$ cat src/rtl/alarm_clock_pkg.sv
// alarm_clock_pkg: FSM encoding, BCD limits and HH:MM digit-field positions shared by the time keeper and the alarm display driver
package alarm_clock_pkg;
  typedef enum logic [1:0] {ST_IDLE = 2'd0, ST_ENTRY = 2'd1, ST_COMMIT = 2'd2} state_t;
  localparam logic [15:0] BCD_MAX  = 16'h2359;
  localparam logic [15:0] BCD_ZERO = 16'h0000;
  localparam int MS_HOUR = 12;
  localparam int LS_HOUR = 8;
  localparam int MS_MIN  = 4;
  localparam int LS_MIN  = 0;
  function automatic logic hhmm_ok(input logic [15:0] t);
    return t <= BCD_MAX && t[MS_MIN+:4] <= 4'd5 && t[LS_MIN+:4] <= 4'd9 && t[LS_HOUR+:4] <= 4'd9 &&
           !(t[MS_HOUR+:4] == 4'd2 && t[LS_HOUR+:4] > 4'd3);
  endfunction
endpackage

$ cat src/rtl/time_keeper_bcd_minute_inc.sv
// bcd_minute_inc: combinational next-minute of a BCD HH:MM value, 23:59 wraps to 00:00
//   i_time  BCD {ms_hour, ls_hour, ms_min, ls_min}
//   o_time  i_time plus one minute, same packing
module bcd_minute_inc
  import alarm_clock_pkg::*;
(
  input  logic [15:0] i_time,
  output logic [15:0] o_time
);
  logic [3:0] w_mh, w_lh, w_mm, w_lm;
  assign w_mh = i_time[MS_HOUR+:4];
  assign w_lh = i_time[LS_HOUR+:4];
  assign w_mm = i_time[MS_MIN+:4];
  assign w_lm = i_time[LS_MIN+:4];
  always_comb
    o_time = (i_time == BCD_MAX) ? BCD_ZERO :
             (w_lm != 4'd9) ? {w_mh, w_lh, w_mm, w_lm + 4'd1} :
             (w_mm != 4'd5) ? {w_mh, w_lh, w_mm + 4'd1, 4'd0} :
             (w_lh != 4'd9) ? {w_mh, w_lh + 4'd1, 8'h00} :
                              {w_mh + 4'd1, 12'h000};
endmodule

$ cat src/rtl/time_keeper.sv
// time_keeper: BCD HH:MM clock with keypad entry of current and alarm time
//   in : clk, reset (sync, active high), one_second tick, key_valid/key_value digit strobe,
//        load_time / load_alarm commit pulses, key_clear
//   out: current_time, alarm_time, key_buffer (BCD HH:MM), entry_active, one_minute, load_error
//   TIME_KEEPER_ENTRY_TIMEOUT_EN: abandon an idle partial entry after ENTRY_TIMEOUT seconds
module time_keeper
  import alarm_clock_pkg::*;
#(
  parameter int unsigned TICKS_PER_MIN = 60,
  parameter int unsigned ENTRY_TIMEOUT = 10
) (
  input  logic        clk,
  input  logic        reset,
  input  logic        one_second,
  input  logic        key_valid,
  input  logic [3:0]  key_value,
  input  logic        load_time,
  input  logic        load_alarm,
  input  logic        key_clear,
  output logic [15:0] current_time,
  output logic [15:0] alarm_time,
  output logic [15:0] key_buffer,
  output logic        entry_active,
  output logic        one_minute,
  output logic        load_error
);
  localparam int SW = $clog2(TICKS_PER_MIN + 1);
  state_t        r_state;
  logic [SW-1:0] r_sec;
  logic [15:0]   r_cur, r_alm, r_buf;
  logic [2:0]    r_cnt;
  logic          r_sel, r_one_minute, r_load_error;
  logic [15:0]   w_next;
  logic          w_wrap, w_commit_time, w_commit_alarm, w_key_ok, w_load;
`ifdef TIME_KEEPER_ENTRY_TIMEOUT_EN
  localparam int TW = $clog2(ENTRY_TIMEOUT + 1);
  logic [TW-1:0] r_to;
`endif
  bcd_minute_inc u_inc (.i_time(r_cur), .o_time(w_next));
  assign w_wrap         = one_second && r_sec == SW'(TICKS_PER_MIN - 1);
  // key_clear aborts a pending commit as well
  assign w_commit_time  = r_state == ST_COMMIT && r_sel && !key_clear;
  assign w_commit_alarm = r_state == ST_COMMIT && !r_sel && !key_clear;
  assign w_key_ok       = key_value <= 4'd9;
  assign w_load         = load_time || load_alarm;
  assign current_time   = r_cur;
  assign alarm_time     = r_alm;
  assign key_buffer     = r_buf;
  assign entry_active   = r_state == ST_ENTRY;
  assign one_minute     = r_one_minute;
  assign load_error     = r_load_error;
  always_ff @(posedge clk) begin
    if (reset) begin
      r_state      <= ST_IDLE;
      r_sec        <= '0;
      r_cur        <= BCD_ZERO;
      r_alm        <= BCD_ZERO;
      r_buf        <= BCD_ZERO;
      r_cnt        <= 3'd0;
      r_sel        <= 1'b0;
      r_one_minute <= 1'b0;
      r_load_error <= 1'b0;
`ifdef TIME_KEEPER_ENTRY_TIMEOUT_EN
      r_to         <= '0;
`endif
    end else begin
      // a time commit overrides, and swallows, a coincident minute advance
      r_one_minute <= w_wrap && !w_commit_time;
      r_sec        <= w_commit_time ? '0 : w_wrap ? '0 : one_second ? r_sec + SW'(1) : r_sec;
      r_cur        <= w_commit_time ? r_buf : w_wrap ? w_next : r_cur;
      r_alm        <= w_commit_alarm ? r_buf : r_alm;
      r_load_error <= 1'b0;
`ifdef TIME_KEEPER_ENTRY_TIMEOUT_EN
      r_to         <= '0;
`endif
      if (key_clear) begin
        r_state <= ST_IDLE;
        r_buf   <= BCD_ZERO;
        r_cnt   <= 3'd0;
      end else begin
        case (r_state)
          ST_IDLE:
            if (w_load) r_load_error <= 1'b1;
            else if (key_valid && w_key_ok) begin
              r_buf   <= {r_buf[11:0], key_value};
              r_cnt   <= 3'd1;
              r_state <= ST_ENTRY;
            end else if (key_valid) r_load_error <= 1'b1;
          ST_ENTRY:
            if (w_load) begin
              if ((load_time ^ load_alarm) && r_cnt == 3'd4 && hhmm_ok(r_buf)) begin
                r_state <= ST_COMMIT;
                r_sel   <= load_time;
              end else begin
                r_load_error <= 1'b1;
                r_state      <= ST_IDLE;
                r_buf        <= BCD_ZERO;
                r_cnt        <= 3'd0;
              end
            end else if (key_valid) begin
              if (w_key_ok) begin
                r_buf <= {r_buf[11:0], key_value};
                r_cnt <= (r_cnt == 3'd4) ? 3'd4 : r_cnt + 3'd1;
              end else r_load_error <= 1'b1;
            end
`ifdef TIME_KEEPER_ENTRY_TIMEOUT_EN
            else if (one_second && r_to == TW'(ENTRY_TIMEOUT - 1)) begin
              r_state <= ST_IDLE;
              r_buf   <= BCD_ZERO;
              r_cnt   <= 3'd0;
            end else r_to <= r_to + TW'(one_second);
`endif
          ST_COMMIT: begin
            r_state <= ST_IDLE;
            r_buf   <= BCD_ZERO;
            r_cnt   <= 3'd0;
          end
          default: begin
            r_state <= ST_IDLE;
            r_buf   <= BCD_ZERO;
            r_cnt   <= 3'd0;
          end
        endcase
      end
    end
  end
endmodule

$ cat config.mk
export PLATFORM = sky130hd
export DESIGN_NAME = time_keeper
export DESIGN_NICKNAME = d
export VERILOG_FILES = /design/src/rtl/alarm_clock_pkg.sv /design/src/rtl/time_keeper_bcd_minute_inc.sv /design/src/rtl/time_keeper.sv
export SDC_FILE = /design/constraint.sdc
export NUM_CORES = 1
export LEC_CHECK = 0
export ABC_AREA = 1
export CAP_MARGIN = 20
export CORE_AREA = 5 5 86 88
export CTS_CLUSTER_DIAMETER = 80
export DETAILED_ROUTE_END_ITERATION = 10
export DIE_AREA = 0 0 91 93
export PLACE_DENSITY = 0.72
export SLEW_MARGIN = 20
export SYNTH_ARGS = -nofsm -noshare
export SYNTH_HDL_FRONTEND = slang
export SYNTH_SLANG_ARGS = --single-unit
$ cat constraint.sdc
create_clock -name clk -period 2.4 [get_ports clk]
set_clock_uncertainty 0.1 [all_clocks]
set_input_delay 0.6 -clock clk [delete_from_list [all_inputs] [get_ports clk]]
set_output_delay 0.6 -clock clk [all_outputs]
set_load 0.02 [all_outputs]
; ---- Yosys cells after proc, flatten, opt, wreduce, memory -nomap -nowiden
; Index checks and enable logic that the tools add are counted.
[totals]
reg_bits = 62
input_bits = 11
output_inout_bits = 51
[op_classes]
addsub = 6
eq_ne = 18
mux = 34
n_lt_le_gt_ge = 6
bitwise = 2
reduce_logical = 29
[op_table]
columns = operator, count
row1 = 2-to-1 mux 16 bit, 12
row2 = case mux 16 bit (2 select lines), 1
row3 = 2-to-1 mux 3 bit, 7
row4 = "adder 4 x 1 -> 4 bit, second input constant", 4
row5 = "== test 16 x 14 -> 1 bit, second input constant", 1
row6 = "<= comparator 16 x 14 -> 1 bit, second input constant", 1
row7 = logical AND 1 bit, 14
row8 = "<= comparator 4 bit, second input constant", 3
row9 = "inequality test 3 x 2 -> 1 bit, second input constant", 4
row10 = 2-to-1 mux 2 bit, 4
row11 = "inequality test 4 bit, second input constant", 2
row12 = AND reduction 4 bit, 2
row13 = 2-to-1 mux 1 bit, 7
row14 = "adder 6 x 1 -> 6 bit, second input constant", 1
row15 = "== test 6 bit, second input constant", 1
row16 = case mux 3 bit (2 select lines), 1
row17 = AND reduction 3 bit, 2
row18 = AND reduction 5 bit, 1
row19 = "== test 4 x 2 -> 1 bit, second input constant", 1
row20 = "> comparator 4 x 2 -> 1 bit, second input constant", 1
row21 = "<= comparator 4 x 3 -> 1 bit, second input constant", 1
row22 = zero test 1 bit, 4
row23 = "inequality test 2 bit, second input constant", 2
row24 = "inequality test 4 x 3 -> 1 bit, second input constant", 1
row25 = 17 further kinds, 17

; ---- Longest topological paths before layout
[depth]
ltp_word = 9
ltp_mapped = 14

; ---- Cells and area by module
; From an unflattened synthesis, not the netlist that was laid out.
[hier_totals]
cells_unflattened = 468
hier_area_um2 = 3260.6
[by_module_without_submodules]
columns = mod, n_inst, cells_each, area_per_inst_um2, seq_area_each_um2
row1 = time_keeper, 1, 380, 2763.9, 1241.2
row2 = bcd_minute_inc, 1, 88, 496.7, 0.0

; ---- Worst setup path before layout
; Ideal clock, no wire load.
[synth_path]
path_type = input to register
from = in load_time
to = reg r_buf[0], in the netlist key_buffer[0]
t_arrival_ns = 1.801
stages = 12
setup_slack_ns = 0.384
setup_ns = 0.115
path_buffers = 2
t_required_ns = 2.185
path_cell_list = inv_1 ha_1 inv_2 nand3_1 nor2_1 nand3_1 nor2_2 nand2_2 buf_6 buf_6 a21oi_1 nor2_1
[synth_via]
elab_chain_cells = 5
elab_cells_between_ends = 11
[synth_lines]
columns = item, line_no
row1 = start: declaration, time_keeper.sv:17  ; input logic load_time,
row2 = bitwise XOR 1 bit, time_keeper.sv:91  ; if ((load_time ^ load_alarm) && r_cnt == 3'd4 && hhmm_ok(r_buf)) begin
row3 = logical AND 1 bit (2 in a row), time_keeper.sv:91
row4 = inequality test 3 bit (no line), --
row5 = AND reduction 5 bit (no line), --
row6 = end signal: assignment, time_keeper.sv:85  ; r_buf <= {r_buf[11:0], key_value};
row7 = end signal: assignment, time_keeper.sv:102  ; r_buf <= {r_buf[11:0], key_value};
row8 = end: declaration, time_keeper.sv:30  ; logic [15:0] r_cur, r_alm, r_buf;
; Several ways; a longest one is shown, not always the timed one.
; A chain may end at the register's enable or synchronous reset.

; ---- Worst setup path after layout
[layout_path]
from = reg r_state[0]
to = out entry_active
[layout_via]
elab_chain_cells = 1
[layout_lines]
columns = item, line_no
row1 = start: declaration, time_keeper.sv:28  ; state_t r_state;
row2 = start signal: assignment, time_keeper.sv:54  ; r_state <= ST_IDLE;
row3 = start signal: assignment, time_keeper.sv:77  ; r_state <= ST_IDLE;
row4 = start signal: assignment, time_keeper.sv:87  ; r_state <= ST_ENTRY;
row5 = == test 2 x 1 -> 1 bit, time_keeper.sv:49  ; assign entry_active = r_state == ST_ENTRY;
row6 = end: declaration, time_keeper.sv:23  ; output logic entry_active,
; No other way between the ends.

==> metrics.md <==
| Metric | Value |
|---|---|
| EDFF count, synth | `0` |
| Yosys top cell area share | `0.394` |
| Max-slew violation total from the final report | `0` |
| Number of placed instances with taps included | `between 500 and 600` |
| Critical path data arrival time | `around 1.6 ns` |
| Top achievable clock speed | `~440 MHz` |
| Final setup violation count | `0` |
| Number of hold buffers added after cts | `0` |
| Number of remaining DRC errors | `0` |
| Vertical die dimension | `93 µm` |
| Cell with the most instances after synthesis | `sky130_fd_sc_hd__nor2_1` |
| Last weighted congestion value of the routability-driven placer | `roughly 0.87` |
| Number of global-route vias before repair | `~3,000` |
| Filler-free cell count of the finished design | `slightly above 600` |
| Most used standard cells in the synthesized netlist | `89 x sky130_fd_sc_hd__nor2_1, 87 x sky130_fd_sc_hd__nand2_1, 62 x sky130_fd_sc_hd__dfxtp_1` |
| Maximum buffer depth of the clock tree | `2` |
| Antenna diode count | `0` |
| Longest individual stage delay on the worst path | `~0.62 ns` |
| Cell at the root of the clock tree | `sky130_fd_sc_hd__clkbuf_8` |
| Critical Path, Cell by Cell | `inv_1 -> nor2_1 -> clkdlybuf4s50_1` |
| Ports | `62` |
| DRT Pass-1 Iters | `4` |
| Wire length of the first global-routing pass | `about 13,000 µm` |
| Remaining global-route overflow | `0` |
| Number of maximum-capacitance violations | `0` |
| Remaining antenna violation count | `0` |
| Number of resized instances in the post-cts repair step | `0` |
| Routed wire per std cell | `approximately 13 µm` |
| Area delta synth->final | `33.1%` |
| Core area | `about 0.0066 mm²` |
| Die area | `approximately 0.0085 mm²` |
| Post-detailed-placement half-perimeter wirelength | `between 5000 and 6000 µm` |
| Outcome | `finished, final reports clean` |
| FILL cells | `a little under 600` |
| Proportion of register bits with asynchronous set or reset after synthesis | `0` |
| Unrepaired setup endpoints after global routing | `no` |
| Critical path's slowest cell | `sky130_fd_sc_hd__clkdlybuf4s50_1` |
| Total length of routed wires | `~8000 µm` |
| Worst EP required | `approximately 1.7 ns` |
| PnR Total Power | `between 0.002 and 0.0025 W` |
| Max transition margin | `0.638` |
| Final Hold Viols | `0` |
| Cell class contributing the biggest share of worst-path delay | `buffers and inverters` |
| Synthesized cell area | `about 0.0032 mm²` |
| Kind of end point of the critical path | `output pin` |
| Port buffer count | `between 60 and 70` |
| Crit Path Max Fanout | `5` |
| Number of standard cells after synthesis | `approximately 450` |
| Path class of the lowest-slack min-delay path | `flop to flop` |
| Leakage power total | `1.73 nW` |
| Rows | `30` |
| Cell taking the most area after synthesis | `sky130_fd_sc_hd__dfxtp_1` |
| Biggest area contributors in the synthesized netlist | `sky130_fd_sc_hd__dfxtp_1 39%, sky130_fd_sc_hd__nor2_1 11%, sky130_fd_sc_hd__nand2_1 10%, sky130_fd_sc_hd__a21oi_1 5.7%, sky130_fd_sc_hd__ha_1 4.8%` |
| Net count of the mapped netlist | `477` |
| Top flip-flop cell by instance count after synthesis | `sky130_fd_sc_hd__dfxtp_1` |
| Via density per instance | `around 5` |
| Largest net degree at the start of global routing | `29` |
| Share of the cycle needed by the critical path after routing | `0.939` |
| Count of clock tree sinks | `62` |
| Width of the chip | `just over 90 µm` |
| Type of origin of the critical path | `flop` |
| Worst Slack Setup Final | `between 0.1 and 0.15 ns` |
| Number of buffers inserted to repair setup after CTS | `0` |
| Count of buffering cells on the critical path with inverters included | `2` |
| CTS tree | `yes` |
| Post-synthesis sequential area ratio | `0.394` |
| Clock network latency to the later pin of the worst-skew pair | `approximately 0.33 ns` |
| First-iteration detailed-routing DRC count | `around 130` |
| Initial antenna violation count | `0` |
| Number of synthesized register bits | `62` |
| Clock transition time at the flip-flop clock pins of the worst setup and hold paths | `0.07 ns` |
| Fraction of layout instances using a drive strength above 1 | `0.112` |
| Yosys warnings | `0` |
| Number of levels the H-tree was split into | `3` |
| Worst supply voltage drop on vdd | `about 340 µV` |
| Setup slack after placement | `-0.0930 ns` |
| TritonCTS Buffers | `9` |
| Mean post-synth cell area | `roughly 7 µm²` |
| DR vias | `between 3,000 and 4,000` |
| Setup CP Type | `flop to output pin` |
| GRT Total Usage | `0.192` |
| Worst Tran Pin Value | `0.541 ns` |
| Period minus WS final | `about 2.3 ns` |
| Initial cell density of the core | `0.480` |
| Number of nets in the layout | `between 500 and 600` |
| Power density relative to cell area | `526 mW/mm²` |
| Number of distinct library cell variants in the gate-level netlist after synthesis | `34` |
-- sequential cells by signal, summed over array words and instances, names as in the netlist --
signal / flops
alarm_time: 16
current_time: 16
key_buffer: 16
load_error: 1
one_minute: 1
r_cnt: 3
r_sec: 6
r_sel: 1
r_state: 2
-- per-stage QoR --
step / setup TNS (ns) / instance area (µm²) / utilization / hold slack (ns)
global route: 0 / 4200 / 0.639 / 0.426
detailed placement: -0.934 / 3980 / 0.606 / 0.398
finish: 0 / 4200 / 0.639 / 0.411
global placement: -0.0753 / 3980 / 0.606 / 0.392
CTS: 0 / 4200 / 0.639 / 0.416
floorplan: 0 / 3150 / - / 0.377
-- power breakdown --
part / switching [W] / internal [W] / total, W
registers: 0.0000110 / 0.00104 / 0.00105
logic: 0.0000792 / 0.0000708 / 0.000150
clock network: 0.000425 / 0.000583 / 0.00101
total: 0.000516 / 0.00169 / 0.00221
-- worst register-to-register path: cells and delay by family, from the launching register on --
kind / cells / cell delay, ns
adders and majority gates: 1 / 0.20
and+or+nand+nor: 6 / 0.66
buffers and inverters: 2 / 0.25
AOI/OAI and AO/OA: 1 / 0.16
DFF: 1 / 0.45
-- kinds of logic (layout without fill, tap and decap cells) --
kind of cell             count (synthesis)  in the layout  synth area share
AND/OR/NAND/NOR                        233            233             0.321
AO/OA/AOI/OAI                           77             77             0.129
flip-flops                              62             62             0.394
buffers and inverters                   61            142            0.0837
adder cells (fa/ha/maj)                 12             12            0.0476
XOR/XNOR                                 8              8            0.0222
multiplexers                             1              1           0.00317
-- per-layer routing --
layer	routed length, µm	global-route usage	vias to the layer above
met4	125	0.0905	0
met1	3550	0.247	1440
met5	0	0	-
li1	-	-	1615
met2	3850	0.309	97
met3	469	0.0394	12
-- final cells by class --
cell class / instances / area (µm²) / area share
multi-input combinational: 331 / 1650 / 0.393
sequential: 62 / 1240 / 0.296
timing repair buffer: 81 / 823 / 0.196
inverter: 45 / 170 / 0.0405
clock buffer: 10 / 128 / 0.0304
tap: 80 / 100 / 0.0239
clock inverter: 6 / 86.3 / 0.0206
-- path summary, 6_finish.rpt --
check | start | to | slack [ns] | depth (start not counted)
worst max register to register | current_time[0] | current_time[14] | 0.47 | 10
worst min register to register | r_sec[0] | r_sec[0] | 0.41 | 2
worst min-delay path | r_sec[0] | r_sec[0] | 0.41 | 2
worst max-delay path | r_state[0] | entry_active | 0.15 | 3
-- cells in the final DEF (no fill, tap or decap), drive strengths merged --
cell type / instances
nor2: 94
nand2: 92
dfxtp: 62
clkdlybuf4s50: 61
inv: 43
a21oi: 36
o21ai: 34
nand3: 32
buf: 20
ha: 12
clkbuf: 10
nor3: 7
xnor2: 6
nand4: 5
clkinv: 5
o22ai: 2
xor2: 2
a31oi: 2
bufinv: 2
nand3b: 1
o2111ai: 1
a211oi: 1
mux2i: 1
nor3b: 1
and3: 1
o31ai: 1
clkinvlp: 1
No activity file was read; power rests on OpenSTA's default activity.
